==> src/rtl/rv32i_types.sv <==
// Shared RV32I decode types: opcodes, ALU/compare operations, datapath mux selects
// and the per-stage control word carried down the pipeline.
package rv32i_types;

    typedef enum logic [6:0] {
        op_lui   = 7'b0110111,
        op_auipc = 7'b0010111,
        op_jal   = 7'b1101111,
        op_jalr  = 7'b1100111,
        op_br    = 7'b1100011,
        op_load  = 7'b0000011,
        op_store = 7'b0100011,
        op_imm   = 7'b0010011,
        op_reg   = 7'b0110011
    } rv32i_opcode;

    // Encoded so that funct3 maps straight onto the op for add/sll/xor/or/and.
    typedef enum logic [2:0] {
        alu_add = 3'b000,
        alu_sll = 3'b001,
        alu_sra = 3'b010,
        alu_sub = 3'b011,
        alu_xor = 3'b100,
        alu_srl = 3'b101,
        alu_or  = 3'b110,
        alu_and = 3'b111
    } alu_ops;

    typedef enum logic [2:0] {
        beq  = 3'b000,
        bne  = 3'b001,
        blt  = 3'b100,
        bge  = 3'b101,
        bltu = 3'b110,
        bgeu = 3'b111
    } branch_funct3_t;

    localparam logic       AM1_RS1 = 1'b0;
    localparam logic       AM1_PC  = 1'b1;

    localparam logic [2:0] AM2_I_IMM = 3'd0;
    localparam logic [2:0] AM2_U_IMM = 3'd1;
    localparam logic [2:0] AM2_B_IMM = 3'd2;
    localparam logic [2:0] AM2_S_IMM = 3'd3;
    localparam logic [2:0] AM2_J_IMM = 3'd4;
    localparam logic [2:0] AM2_RS2   = 3'd5;

    localparam logic       CMP_RS2 = 1'b0;
    localparam logic       CMP_IMM = 1'b1;

    localparam logic [3:0] RFM_ALU   = 4'd0;
    localparam logic [3:0] RFM_BR_EN = 4'd1;
    localparam logic [3:0] RFM_U_IMM = 4'd2;
    localparam logic [3:0] RFM_LW    = 4'd3;
    localparam logic [3:0] RFM_PC4   = 4'd4;
    localparam logic [3:0] RFM_LB    = 4'd5;
    localparam logic [3:0] RFM_LBU   = 4'd6;
    localparam logic [3:0] RFM_LH    = 4'd7;
    localparam logic [3:0] RFM_LHU   = 4'd8;

    typedef struct packed {
        rv32i_opcode    opcode;
        alu_ops         aluop;
        branch_funct3_t cmpop;
        logic           alumux1_sel;
        logic [2:0]     alumux2_sel;
        logic           cmpmux_sel;
        logic [3:0]     regfilemux_sel;
        logic           load_regfile;
        logic           mem_read;
        logic           mem_write;
        logic [2:0]     mem_funct3;
        logic           is_branch;
        logic           is_jump;
    } rv32i_control_word;

    function automatic logic is_known_opcode(input logic [6:0] op);
        logic known;
        case (op)
            op_lui, op_auipc, op_jal, op_jalr, op_br,
            op_load, op_store, op_imm, op_reg: known = 1'b1;
            default:                           known = 1'b0;
        endcase
        return known;
    endfunction

endpackage

==> src/rtl/ctrl_pipeline_decode.sv <==
// Combinational RV32I decoder: instruction fields to a control word plus an
// illegal-opcode flag. Unknown opcodes yield a word that is zero except for opcode.
module ctrl_decode
    import rv32i_types::*;
(
    input  logic [6:0]        opcode_i,
    input  logic [2:0]        funct3_i,
    input  logic [6:0]        funct7_i,
    output rv32i_control_word ctrl_o,
    output logic              illegal_o
);

    logic alt_s;

    // Field decode; every field starts at zero and only the matching opcode sets it.
    always_comb begin
        ctrl_o    = '0;
        illegal_o = !is_known_opcode(opcode_i);
        alt_s     = (funct7_i == 7'b0100000);
        case (opcode_i)
            op_lui: begin
                ctrl_o.load_regfile   = 1'b1;
                ctrl_o.regfilemux_sel = RFM_U_IMM;
            end
            op_auipc: begin
                ctrl_o.aluop        = alu_add;
                ctrl_o.alumux1_sel  = AM1_PC;
                ctrl_o.alumux2_sel  = AM2_U_IMM;
                ctrl_o.load_regfile = 1'b1;
            end
            op_jal: begin
                ctrl_o.aluop          = alu_add;
                ctrl_o.alumux1_sel    = AM1_PC;
                ctrl_o.alumux2_sel    = AM2_J_IMM;
                ctrl_o.load_regfile   = 1'b1;
                ctrl_o.regfilemux_sel = RFM_PC4;
                ctrl_o.is_jump        = 1'b1;
            end
            op_jalr: begin
                ctrl_o.aluop          = alu_add;
                ctrl_o.alumux1_sel    = AM1_RS1;
                ctrl_o.alumux2_sel    = AM2_I_IMM;
                ctrl_o.load_regfile   = 1'b1;
                ctrl_o.regfilemux_sel = RFM_PC4;
                ctrl_o.is_jump        = 1'b1;
            end
            op_br: begin
                ctrl_o.aluop       = alu_add;
                ctrl_o.alumux1_sel = AM1_PC;
                ctrl_o.alumux2_sel = AM2_B_IMM;
                ctrl_o.cmpop       = branch_funct3_t'(funct3_i);
                ctrl_o.is_branch   = 1'b1;
            end
            op_load: begin
                ctrl_o.aluop        = alu_add;
                ctrl_o.alumux2_sel  = AM2_I_IMM;
                ctrl_o.mem_read     = 1'b1;
                ctrl_o.load_regfile = 1'b1;
                ctrl_o.mem_funct3   = funct3_i;
                case (funct3_i)
                    3'b000:  ctrl_o.regfilemux_sel = RFM_LB;
                    3'b001:  ctrl_o.regfilemux_sel = RFM_LH;
                    3'b100:  ctrl_o.regfilemux_sel = RFM_LBU;
                    3'b101:  ctrl_o.regfilemux_sel = RFM_LHU;
                    default: ctrl_o.regfilemux_sel = RFM_LW;
                endcase
            end
            op_store: begin
                ctrl_o.aluop       = alu_add;
                ctrl_o.alumux2_sel = AM2_S_IMM;
                ctrl_o.mem_write   = 1'b1;
                ctrl_o.mem_funct3  = funct3_i;
            end
            op_imm: begin
                ctrl_o.alumux2_sel  = AM2_I_IMM;
                ctrl_o.load_regfile = 1'b1;
                case (funct3_i)
                    3'b010: begin
                        ctrl_o.cmpop          = blt;
                        ctrl_o.cmpmux_sel     = CMP_IMM;
                        ctrl_o.regfilemux_sel = RFM_BR_EN;
                    end
                    3'b011: begin
                        ctrl_o.cmpop          = bltu;
                        ctrl_o.cmpmux_sel     = CMP_IMM;
                        ctrl_o.regfilemux_sel = RFM_BR_EN;
                    end
                    3'b101:  ctrl_o.aluop = alt_s ? alu_sra : alu_srl;
                    default: ctrl_o.aluop = alu_ops'(funct3_i);
                endcase
            end
            op_reg: begin
                ctrl_o.alumux2_sel  = AM2_RS2;
                ctrl_o.load_regfile = 1'b1;
                case (funct3_i)
                    3'b000:  ctrl_o.aluop = alt_s ? alu_sub : alu_add;
                    3'b010: begin
                        ctrl_o.cmpop          = blt;
                        ctrl_o.cmpmux_sel     = CMP_RS2;
                        ctrl_o.regfilemux_sel = RFM_BR_EN;
                    end
                    3'b011: begin
                        ctrl_o.cmpop          = bltu;
                        ctrl_o.cmpmux_sel     = CMP_RS2;
                        ctrl_o.regfilemux_sel = RFM_BR_EN;
                    end
                    3'b101:  ctrl_o.aluop = alt_s ? alu_sra : alu_srl;
                    default: ctrl_o.aluop = alu_ops'(funct3_i);
                endcase
            end
            default: ctrl_o = '0;
        endcase
        ctrl_o.opcode = rv32i_opcode'(opcode_i);
    end

endmodule

==> src/rtl/ctrl_pipeline.sv <==
// Multi-stage control-word pipeline with stall/flush, one-cycle illegal-opcode
// pulse and a saturating illegal-opcode counter.
module ctrl_pipeline
    import rv32i_types::*;
#(
    parameter int NUM_STAGES  = 3,
    parameter int FLUSH_DEPTH = 2,
    parameter int CNT_W       = 16
) (
    input  logic                               clk,
    input  logic                               rst_n,
    input  logic                               in_valid,
    output logic                               in_ready,
    input  logic [6:0]                         opcode,
    input  logic [2:0]                         funct3,
    input  logic [6:0]                         funct7,
    input  logic                               stall,
    input  logic                               flush,
    output rv32i_control_word [NUM_STAGES-1:0] stage_ctrl,
    output logic [NUM_STAGES-1:0]              stage_valid,
    output logic                               illegal,
    output logic [CNT_W-1:0]                   illegal_count
);

    rv32i_control_word [NUM_STAGES-1:0] stage_ctrl_q, stage_ctrl_d;
    logic [NUM_STAGES-1:0]              stage_valid_q, stage_valid_d;
    logic                               illegal_q, illegal_d;
    logic [CNT_W-1:0]                   count_q, count_d;
    rv32i_control_word                  dec_ctrl_s;
    logic                               dec_illegal_s;
    logic                               accept_s;

    ctrl_decode u_decode (
        .opcode_i  (opcode),
        .funct3_i  (funct3),
        .funct7_i  (funct7),
        .ctrl_o    (dec_ctrl_s),
        .illegal_o (dec_illegal_s)
    );

    // Reset gating keeps the handshake closed while the pipeline is being cleared.
    assign in_ready = rst_n && !stall && !flush;
    assign accept_s = in_valid && in_ready;

    // Next-state for stages: shift/insert, hold on stall, then flush overrides the young end.
    always_comb begin
        stage_ctrl_d  = stage_ctrl_q;
        stage_valid_d = stage_valid_q;
        if (stall || flush) begin
            stage_ctrl_d[0]  = stage_ctrl_q[0];
            stage_valid_d[0] = stage_valid_q[0];
        end else begin
            stage_ctrl_d[0]  = accept_s ? dec_ctrl_s : '0;
            stage_valid_d[0] = accept_s;
        end
        for (int i = 1; i < NUM_STAGES; i++) begin
            if (!stall) begin
                stage_ctrl_d[i]  = stage_ctrl_q[i-1];
                stage_valid_d[i] = stage_valid_q[i-1];
            end else begin
                stage_ctrl_d[i]  = stage_ctrl_q[i];
                stage_valid_d[i] = stage_valid_q[i];
            end
        end
        for (int i = 0; i < NUM_STAGES; i++) begin
            if (flush && (i < FLUSH_DEPTH)) begin
                stage_ctrl_d[i]  = '0;
                stage_valid_d[i] = 1'b0;
            end else begin
                stage_ctrl_d[i]  = stage_ctrl_d[i];
                stage_valid_d[i] = stage_valid_d[i];
            end
        end
    end

    // Illegal pulse and saturating counter next-state.
    always_comb begin
        illegal_d = accept_s && dec_illegal_s;
        if (illegal_d && (count_q != {CNT_W{1'b1}})) begin
            count_d = count_q + CNT_W'(1);
        end else begin
            count_d = count_q;
        end
    end

    // State registers with synchronous active-low reset.
    always_ff @(posedge clk) begin
        if (!rst_n) begin
            stage_ctrl_q  <= '0;
            stage_valid_q <= '0;
            illegal_q     <= 1'b0;
            count_q       <= '0;
        end else begin
            stage_ctrl_q  <= stage_ctrl_d;
            stage_valid_q <= stage_valid_d;
            illegal_q     <= illegal_d;
            count_q       <= count_d;
        end
    end

    assign stage_ctrl    = stage_ctrl_q;
    assign stage_valid   = stage_valid_q;
    assign illegal       = illegal_q;
    assign illegal_count = count_q;

endmodule

==> config.mk <==
export PLATFORM = sky130hd
export DESIGN_NAME = ctrl_pipeline
export DESIGN_NICKNAME = d
export VERILOG_FILES = /design/src/rtl/rv32i_types.sv /design/src/rtl/ctrl_pipeline_decode.sv /design/src/rtl/ctrl_pipeline.sv
export SDC_FILE = /design/constraint.sdc
export NUM_CORES = 1
export LEC_CHECK = 0
export ABC_AREA = 1
export ABC_CLOCK_PERIOD_IN_PS = 3100
export BUFFER_PORTS_ARGS = -buffer_cell sky130_fd_sc_hd__clkbuf_2
export CAP_MARGIN = 10
export CELL_PAD_IN_SITES_DETAIL_PLACEMENT = 1
export CELL_PAD_IN_SITES_GLOBAL_PLACEMENT = 1
export CORE_MARGIN = 5
export CORE_UTILIZATION = 40
export DETAILED_ROUTE_END_ITERATION = 8
export PLACE_DENSITY = 0.88
export SYNTH_ARGS = -nofsm -noshare
export SYNTH_HDL_FRONTEND = slang
export SYNTH_SLANG_ARGS = --single-unit
==> constraint.sdc <==
create_clock -name clk -period 3.1 [get_ports clk]
set_input_delay 0.465 -clock clk [delete_from_list [all_inputs] [get_ports clk]]
set_output_delay 0.465 -clock clk [all_outputs]
set_load 0.1 [all_outputs]
==> results of run 1 <==
[registers in the layout, summed over array words and instances (netlist names)]
name / cells
stage_valid: 3
illegal_count: 16
stage_ctrl: 90
illegal: 1
[cell usage in the layout, fill, tap and decap left out, types with 2 or more instances in the layout]
master / Yosys / layout
a21oi_2: 8 / 8
clkbuf_2: 0 / 132
nand2_4: 2 / 2
inv_1: 27 / 27
inv_2: 9 / 9
nand2_2: 16 / 16
a21oi_1: 65 / 65
buf_4: 0 / 4
nand3b_1: 2 / 2
nand3_1: 18 / 18
clkbuf_16: 0 / 9
dfxtp_1: 110 / 110
nand2_1: 176 / 176
o21ai_0: 43 / 43
nor3_1: 3 / 3
nor2_2: 9 / 9
xor2_1: 3 / 3
xnor2_1: 4 / 4
inv_6: 0 / 2
nand3_2: 2 / 2
nor2_4: 8 / 8
nor2_1: 92 / 92
nand4_1: 24 / 24
[through the flow]
| stage | total power [mW] | instances | hold WS, ns |
|---|---|---|---|
| after floorplan | 1.767 | 666 | 0.6007 |
| after global placement | 1.836 | 917 | 0.4606 |
| after detailed placement | 1.845 | 917 | 0.4742 |
| after CTS | 3.027 | 933 | 0.4175 |
| after global routing | 3.120 | 933 | 0.4391 |
| final | 3.002 | 933 | 0.4285 |
[final timing paths]
| kind | startpoint | cells after the start | to |
|---|---|---|---|
| setup reg to reg | illegal_count[0]$_SDFFE_PN0P_ | 9 | illegal_count[13]$_SDFFE_PN0P_ |
| setup / recovery | stall | 8 | stage_ctrl[4]$_SDFFE_PP0N_ |
| hold reg to reg | stage_ctrl[33]$_SDFFE_PP0N_ | 2 | stage_ctrl[33]$_SDFFE_PP0N_ |
| hold / removal | opcode[1] | 3 | stage_ctrl[24]$_SDFFE_PP0N_ |
[synth_stat cells (3+ instances only)]
cell type and count:
nand2_1 176, dfxtp_1 110, nor2_1 92, a21oi_1 65
o21ai_0 43, inv_1 27, nand4_1 24, clkbuf_1 23
nand3_1 18, nand2_2 16, inv_2 9, nor2_2 9
a21oi_2 8, nor2_4 8, buf_2 5, xnor2_1 4
nor3_1 3, xor2_1 3
[power breakdown]
group	internal [mW]	switching, mW
sequential	1.43	0.0130
clock	0.639	0.551
combinational	0.0592	0.306
total	2.13	0.869
[final cells by class]
cell class,instances,share of cell area (%)
Multi-Input combinational cell,487,40.20
Sequential cell,110,37.40
Timing Repair Buffer,136,11.73
Clock buffer,9,3.825
Tap cell,147,3.124
Inverter,37,2.359
Clock inverter,7,1.360
[layer usage]
layer,part of all wire (%),routed length (um)
met5,0,0
met4,1.7,262
met3,4.9,759
met2,50,7746
met1,44,6763
[cells by family after synthesis]
family | count (synthesis) | synth area share (%)
and+or+nand+nor | 359 | 34.03
AOI/OAI and AO/OA | 120 | 13.15
buffers and inverters | 69 | 5.997
adders and majority gates | 1 | 0.2574
DFF | 110 | 45.30
xor gates and xnor gates | 7 | 1.261
[worst max-delay path, stage by stage]
cell,delay [ns]
clkbuf_2,0.45
nor2_4,0.08
inv_2,0.09
nor2_4,0.04
nand2_4,0.15
clkinv_1,0.62
a32oi_1,0.45
nor2_1,0.06
==> results.yml, run 1 <==
global_route:
  use_met2_pct: 38.08
  grtUsageTotal_pct: 21.66
  grt_start_max_net_pins: 65
  antenna_found_initial: 0
  grt_pass1_wl_um: 25670
  overflow: 0
  grtUsageMet3_pct: 4.116
  busiest_layer: "met2"
  grt_use_met1_pct: 27.37
  grt_pass1_vias: 5015
drt:
  vias: 4902
  drcViolationCount: 0
  routed_wl_um: 15530
  wire_per_inst_um: 16.65
  ant_nets: 0
  avgViaCountPerCell: 5.254
  dr.pass1.iters: 4
  drt_iter0_markers: 379
clocking:
  post_cts_buffers: 0
  root_buffer: "clkbuf_16"
  h-tree-depth: 3
  cts_hold_buf: 0
  cts_inserted_buffers: 9
  clk_latency_ns: 0.34
  clkSinkCount: 110
  cts.repair.resized: 0
  cts_tree: "done"
  cts.reportedPaths.clkPinSlew_ns: 0.07
  cts_buffer_depth: 2
logic_synthesis:
  synth_top_area_share_pct: 45.30
  yosysUniqueCellTypes: 37
  synth_edf_count: 0
  ys_seq_area_share_pct: 45.30
  synthArstFlopShare_pct: 0
  synth-seq-cells: 110
  netlist_area_sq_um: 4861
  yosysWarnings: 0
  synthesis.nets: 689
  synth_area_per_cell_sq_um: 7.299
  synthCells: 666
  synthTopCellsByArea: "dfxtp_1, nand2_1, nor2_1"
  ys.flop_type: "dfxtp_1"
  yosysTopAreaCell: "dfxtp_1"
power:
  ir_worst_vdd_mv: 0.2163
  p_leak_nw: 2.482
  powerDensity_nw_per_um2: 509.8
place:
  placed_area_sq_um: 5583
  dp_slack_ns: 0.5527
  gp_congestion: 0.8932
  dp_hpwl_um: 11530
  io_buffers: 132
floorplanning:
  num_rows: 40
  die-width_um: 120.2
  ios: 133
  die_y_um: 120.2
  initial_utilization_pct: 40.64
  core_area_sq_um: 11960
  die_area_sq_um: 14460
finish:
  syn2layout_area_growth_pct: 21.13
  n_fill_cell: 1570
  antenna_cells: 0
  nets: 804
  drive_gt1_share_pct: 26.72
  final_core_util_pct: 49.23
  multi_input_area_sq_um: 2367
  regArea_sq_um: 2202
  final_area_sq_um: 5888
timing:
  fin_skew_ns: 0.009179
  setup_tns_ns: 0
  worst_pin_slew_ns: 1.045
  max_freq_ghz: 0.4502
  rsz0062_at_grt: "no"
  period_minus_slack_ns: 2.221
  slew_viol_final: 0
  hold_viol_final: 0
  min_period_over_period_pct: 71.65
  setup_violations: 0
  fin_ws_ns: 0.8789
  relSlewSlack_pct: 30.26
critical_path:
  crit_path_start_kind: "input port"
  critical_path_class: "input port to flop"
  r2r_setup_slack_ns: 0.97
  cp.required_ns: 3.31
  cp_max_fo: 31
  worstPathArrival_ns: 2.43
  critPathCaptureType: "flop"
run_status:
  status: "finished clean"
min_path:
  hold_path_class: "input port to flop"
flow_run:
  maxCapViolations: 0
Power figures use the tool's default switching activity.
==> run 2, diff against run 1 <==
- ABC_CLOCK_PERIOD_IN_PS: 3100 -> 2200
- CORE_UTILIZATION: 40 -> 37
- PLACE_DENSITY: 0.88 -> 0.83
- clock period: 3.1 -> 2.2 ns (I/O delays scaled with it)
==> results.yml, run 2 (synthesis results as in run 1) <==
run_status:
  status: "finished clean"
power:
  netSwitchingFraction_pct: 28.37
  power_frac_seq_pct: 47.5
  comb_power_share_pct: 12.3
  p_int_mw: 3.073
  power_frac_clock_pct: 40.1
  powerDensity_nw_per_um2: 712.6
  p_leak_nw: 2.532
  ir_worst_vdd_mv: 0.3234
  p_sw_mw: 1.217
global_route:
  antenna_found_initial: 0
  grtUsageTotal_pct: 20.64
  grt_start_max_net_pins: 63
  grt_pass1_vias: 5125
  grt_pass1_wl_um: 26610
  overflow: 0
drt:
  avgViaCountPerCell: 5.086
  ant_nets: 0
  drt_iter0_markers: 292
  vias: 4903
  routed_wl_um: 16010
  drcViolationCount: 0
  dr.pass1.iters: 6
  wire_per_inst_um: 16.61
timing:
  setup_tns_ns: 0
  period_minus_slack_ns: 1.934
  slew_viol_final: 0
  rsz0062_at_grt: "no"
  hold_viol_final: 0
  setup_violations: 0
  fin_skew_ns: 0.01371
  min_period_over_period_pct: 87.91
  worst_pin_slew_ns: 0.5705
  relSlewSlack_pct: 62.13
  hold_ws_ns: 0.2610
  max_freq_ghz: 0.5171
critical_path:
  cp_max_fo: 18
  crit_path_start_kind: "flop"
  worst_path_max_delay_cell: "dfxtp_2"
  worstPathArrival_ns: 2.21
  cp_top_family: "simple AND/OR/NAND/NOR gates"
  max_stage_delay_ns: 0.39
  crit_path_cell_trace: "ha_1, inv_1, nor2_4, nand2_2, inv_2, nand3_4, nand4_4, nand2_1, a21oi_1"
  critPathCaptureType: "flop"
  critical_path_class: "flop to flop"
  cp.required_ns: 2.48
  path_buf_inv: 2
clocking:
  cts_buffer_depth: 2
  clk_latency_ns: 0.35
  h-tree-depth: 3
  root_buffer: "clkbuf_16"
  clkSinkCount: 110
  cts_tree: "done"
  post_cts_buffers: 0
  cts.repair.resized: 0
  cts_hold_buf: 0
  cts.reportedPaths.clkPinSlew_ns: 0.07
  cts_inserted_buffers: 9
place:
  gp_congestion: 0.8801
  dp_hpwl_um: 12070
  io_buffers: 132
floorplanning:
  num_rows: 41
  initial_utilization_pct: 38.05
  die-width_um: 124.6
  ios: 133
  die_area_sq_um: 15530
  core_area_sq_um: 12770
  die_y_um: 124.6
finish:
  antenna_cells: 0
  mostFrequentLayoutCells: "nand2_1, clkbuf_2, dfxtp_1"
  drive_gt1_share_pct: 27.78
  syn2layout_area_growth_pct: 23.86
  nets: 810
  largest_reg_flops: 90
  mostFrequentLayoutCell: "nand2_1"
min_path:
  hold_path_class: "input port to flop"
flow_run:
  maxCapViolations: 0
==> run 2: stage by stage <==
stage	cells	power (mW)	utilization [%]	cell area [sq um]	worst slack [ns]
after CTS	964	4.308	47.13	6021	0.2321
after floorplan	666	2.490	-	4866	0.004502
after global routing	964	4.446	47.13	6021	0.07143
after global placement	948	2.598	44.66	5704	0.3586
final	964	4.290	47.13	6021	0.2660
after detailed placement	948	2.615	44.66	5704	0.2481
==> run 2: path summary, 6_finish.rpt <==
kind	endpoint	slack (ns)	from	cells after the start
worst max-delay path	illegal_count[2]$_SDFFE_PN0P_	0.27	illegal_count[0]$_SDFFE_PN0P_	9
worst min-delay path	stage_ctrl[23]$_SDFFE_PP0N_	0.26	opcode[0]	3
worst max register to register	illegal_count[2]$_SDFFE_PN0P_	0.27	illegal_count[0]$_SDFFE_PN0P_	9
worst min register to register	stage_ctrl[59]$_SDFFE_PP0N_	0.48	stage_ctrl[29]$_SDFFE_PP0N_	2
==> run 2: cell type report <==
type	instances	area (sq um)
Clock buffer	11	252.7
Tap cell	172	215.2
Clock inverter	5	63.81
Timing Repair Buffer	142	775.7
Fill cell	1692	6753
Inverter	37	138.9
Multi-Input combinational cell	487	2367
Sequential cell	110	2207
==> run 2: power by group through the flow <==
stage               logic, mW  registers (mW)  clock network, mW
global route            0.562            2.04               1.84
finish                  0.529            2.04               1.72
detailed placement      0.528            2.09                  0
floorplan               0.177            2.31                  0
global placement        0.514            2.08                  0
CTS                     0.532            2.04               1.74
==> run 2: metal layers <==
layer	global-route usage [%]	part of all wire (%)	up-vias
li1	-	-	2406
met1	24.81	42	2362
met2	36.70	51	113
met3	4.760	5.0	22
met4	5.867	1.6	0
met5	0	0	-
==> run 2: tightest hold or removal path: cells and delay by family <==
| kind | cells | cell delay, ns |
|---|---|---|
| buffers and inverters | 1 | 0.11 |
| AND/OR/NAND/NOR | 1 | 0.07 |
| AO/OA/AOI/OAI | 1 | 0.05 |
==> run 3, diff against run 2 <==
- CORE_MARGIN: 5 -> 3
- CORE_UTILIZATION: 37 -> 38
- CTS_BUF_LIST: unset -> sky130_fd_sc_hd__clkbuf_2 sky130_fd_sc_hd__clkbuf_4 sky130_fd_sc_hd__clkbuf_8
- PLACE_DENSITY: 0.83 -> 0.84
==> results.yml, run 3 (synthesis results as in run 1) <==
timing:
  rsz0062_at_grt: "no"
  min_period_over_period_pct: 86.62
  setup_violations: 0
  relSlewSlack_pct: 62.15
  slew_viol_final: 0
  period_minus_slack_ns: 1.906
  worst_pin_slew_ns: 0.5701
  max_freq_ghz: 0.5247
  hold_viol_final: 0
  fin_skew_ns: 0.01224
  hold_ws_ns: 0.2120
  fin_ws_ns: 0.2943
  setup_tns_ns: 0
finish:
  final_cells: 958
  largest_reg_flops: 90
  syn2layout_area_growth_pct: 21.52
  n_fill_cell: 1624
  drive_gt1_share_pct: 27.59
  antenna_cells: 0
  multi_input_area_sq_um: 2367
  mostFrequentLayoutCell: "nand2_1"
  regArea_sq_um: 2207
  final_area_sq_um: 5907
  final_core_util_pct: 48.17
  mostFrequentLayoutCells: "nand2_1, clkbuf_2, dfxtp_1"
  nets: 808
clocking:
  clkSinkCount: 110
  cts_tree: "done"
  cts.repair.resized: 0
  cts.reportedPaths.clkPinSlew_ns: 0.11
  root_buffer: "clkbuf_8"
  post_cts_buffers: 0
  h-tree-depth: 3
  cts_buffer_depth: 2
  cts_hold_buf: 0
  cts_inserted_buffers: 9
  clk_latency_ns: 0.40
global_route:
  grt_start_max_net_pins: 62
  grt_pass1_vias: 5040
  grtUsageTotal_pct: 21.59
  overflow: 0
  antenna_found_initial: 0
  grt_pass1_wl_um: 25100
floorplanning:
  die_area_sq_um: 14180
  num_rows: 40
  core_area_sq_um: 12260
  initial_utilization_pct: 39.64
  die_y_um: 119.1
  ios: 133
  die-width_um: 119.1
place:
  dp.cells: 942
  dp_slack_ns: 0.2806
  placed_area_sq_um: 5684
  gp_congestion: 0.8897
  io_buffers: 132
  dp_hpwl_um: 11360
critical_path:
  r2r_setup_slack_ns: 0.29
  cp_top_family: "simple AND/OR/NAND/NOR gates"
  max_stage_delay_ns: 0.40
  crit_path_start_kind: "flop"
  path_buf_inv: 2
  cp.required_ns: 2.53
  critPathCaptureType: "flop"
  worstPathArrival_ns: 2.24
  critical_path_class: "flop to flop"
  worst_path_max_delay_cell: "dfxtp_2"
  crit_path_cell_trace: "ha_1, inv_1, nor2_4, nand2_2, inv_2, nand3_4, nand4_4, nand2_1, a21oi_1"
  cp_max_fo: 18
run_status:
  status: "finished clean"
power:
  finalPower_mw: 3.953
  ir_worst_vdd_mv: 0.3185
  powerDensity_nw_per_um2: 669.3
  p_leak_nw: 2.484
drt:
  ant_nets: 0
  vias: 4841
  routed_wl_um: 15070
  wire_per_inst_um: 15.73
  avgViaCountPerCell: 5.053
  dr.pass1.iters: 4
  drt_iter0_markers: 286
  drcViolationCount: 0
flow_run:
  maxCapViolations: 0
min_path:
  hold_path_class: "input port to flop"
run 3: cell count changes in the layout (fill, tap and decap cells not counted):
| cell | before | now |
|---|---|---|
| buf_4 | 8 | 6 |
| bufinv_16 | 1 | 2 |
| clkbuf_16 | 9 | 0 |
| clkbuf_4 | 0 | 1 |
| clkbuf_8 | 2 | 9 |
| clkinv_2 | 0 | 1 |
| clkinvlp_4 | 1 | 0 |
run 3: path summary, 6_finish.rpt:
check                                                   start                             to  cells past startpoint
worst max-delay path            illegal_count[0]$_SDFFE_PN0P_  illegal_count[2]$_SDFFE_PN0P_                      9
worst max register to register  illegal_count[0]$_SDFFE_PN0P_  illegal_count[2]$_SDFFE_PN0P_                      9
worst min-delay path                                opcode[1]    stage_ctrl[24]$_SDFFE_PP0N_                      3
worst min register to register     stage_ctrl[3]$_SDFFE_PP0N_    stage_ctrl[33]$_SDFFE_PP0N_                      2
run 3: cell type report:
class	instances	share of cell area, %
repair buffers	140	12.88
clock inverters	6	1.546
flip-flops and latches	110	37.36
well taps	168	3.559
inverters	37	2.351
multi-input cells	487	40.08
clock buffers	10	2.224
run 3: metal layers:
metal / up-vias / share of wire, % / track usage [%]
li1: 2397 / - / -
met1: 2317 / 44 / 26.86
met2: 110 / 50 / 37.65
met3: 17 / 4.4 / 3.371
met4: 0 / 1.5 / 7.820
met5: - / 0 / 0
run 3: tightest hold or removal path, stage by stage:
cell	delay, ns
clkbuf_2	0.11
nand2_1	0.07
a21oi_1	0.05
run 3: power breakdown:
group | total [mW] | internal (mW) | switching (mW)
Sequential | 2.04 | 2.02 | 0.0185
Combinational | 0.523 | 0.0937 | 0.429
Clock | 1.39 | 0.663 | 0.727
Total | 3.95 | 2.78 | 1.17
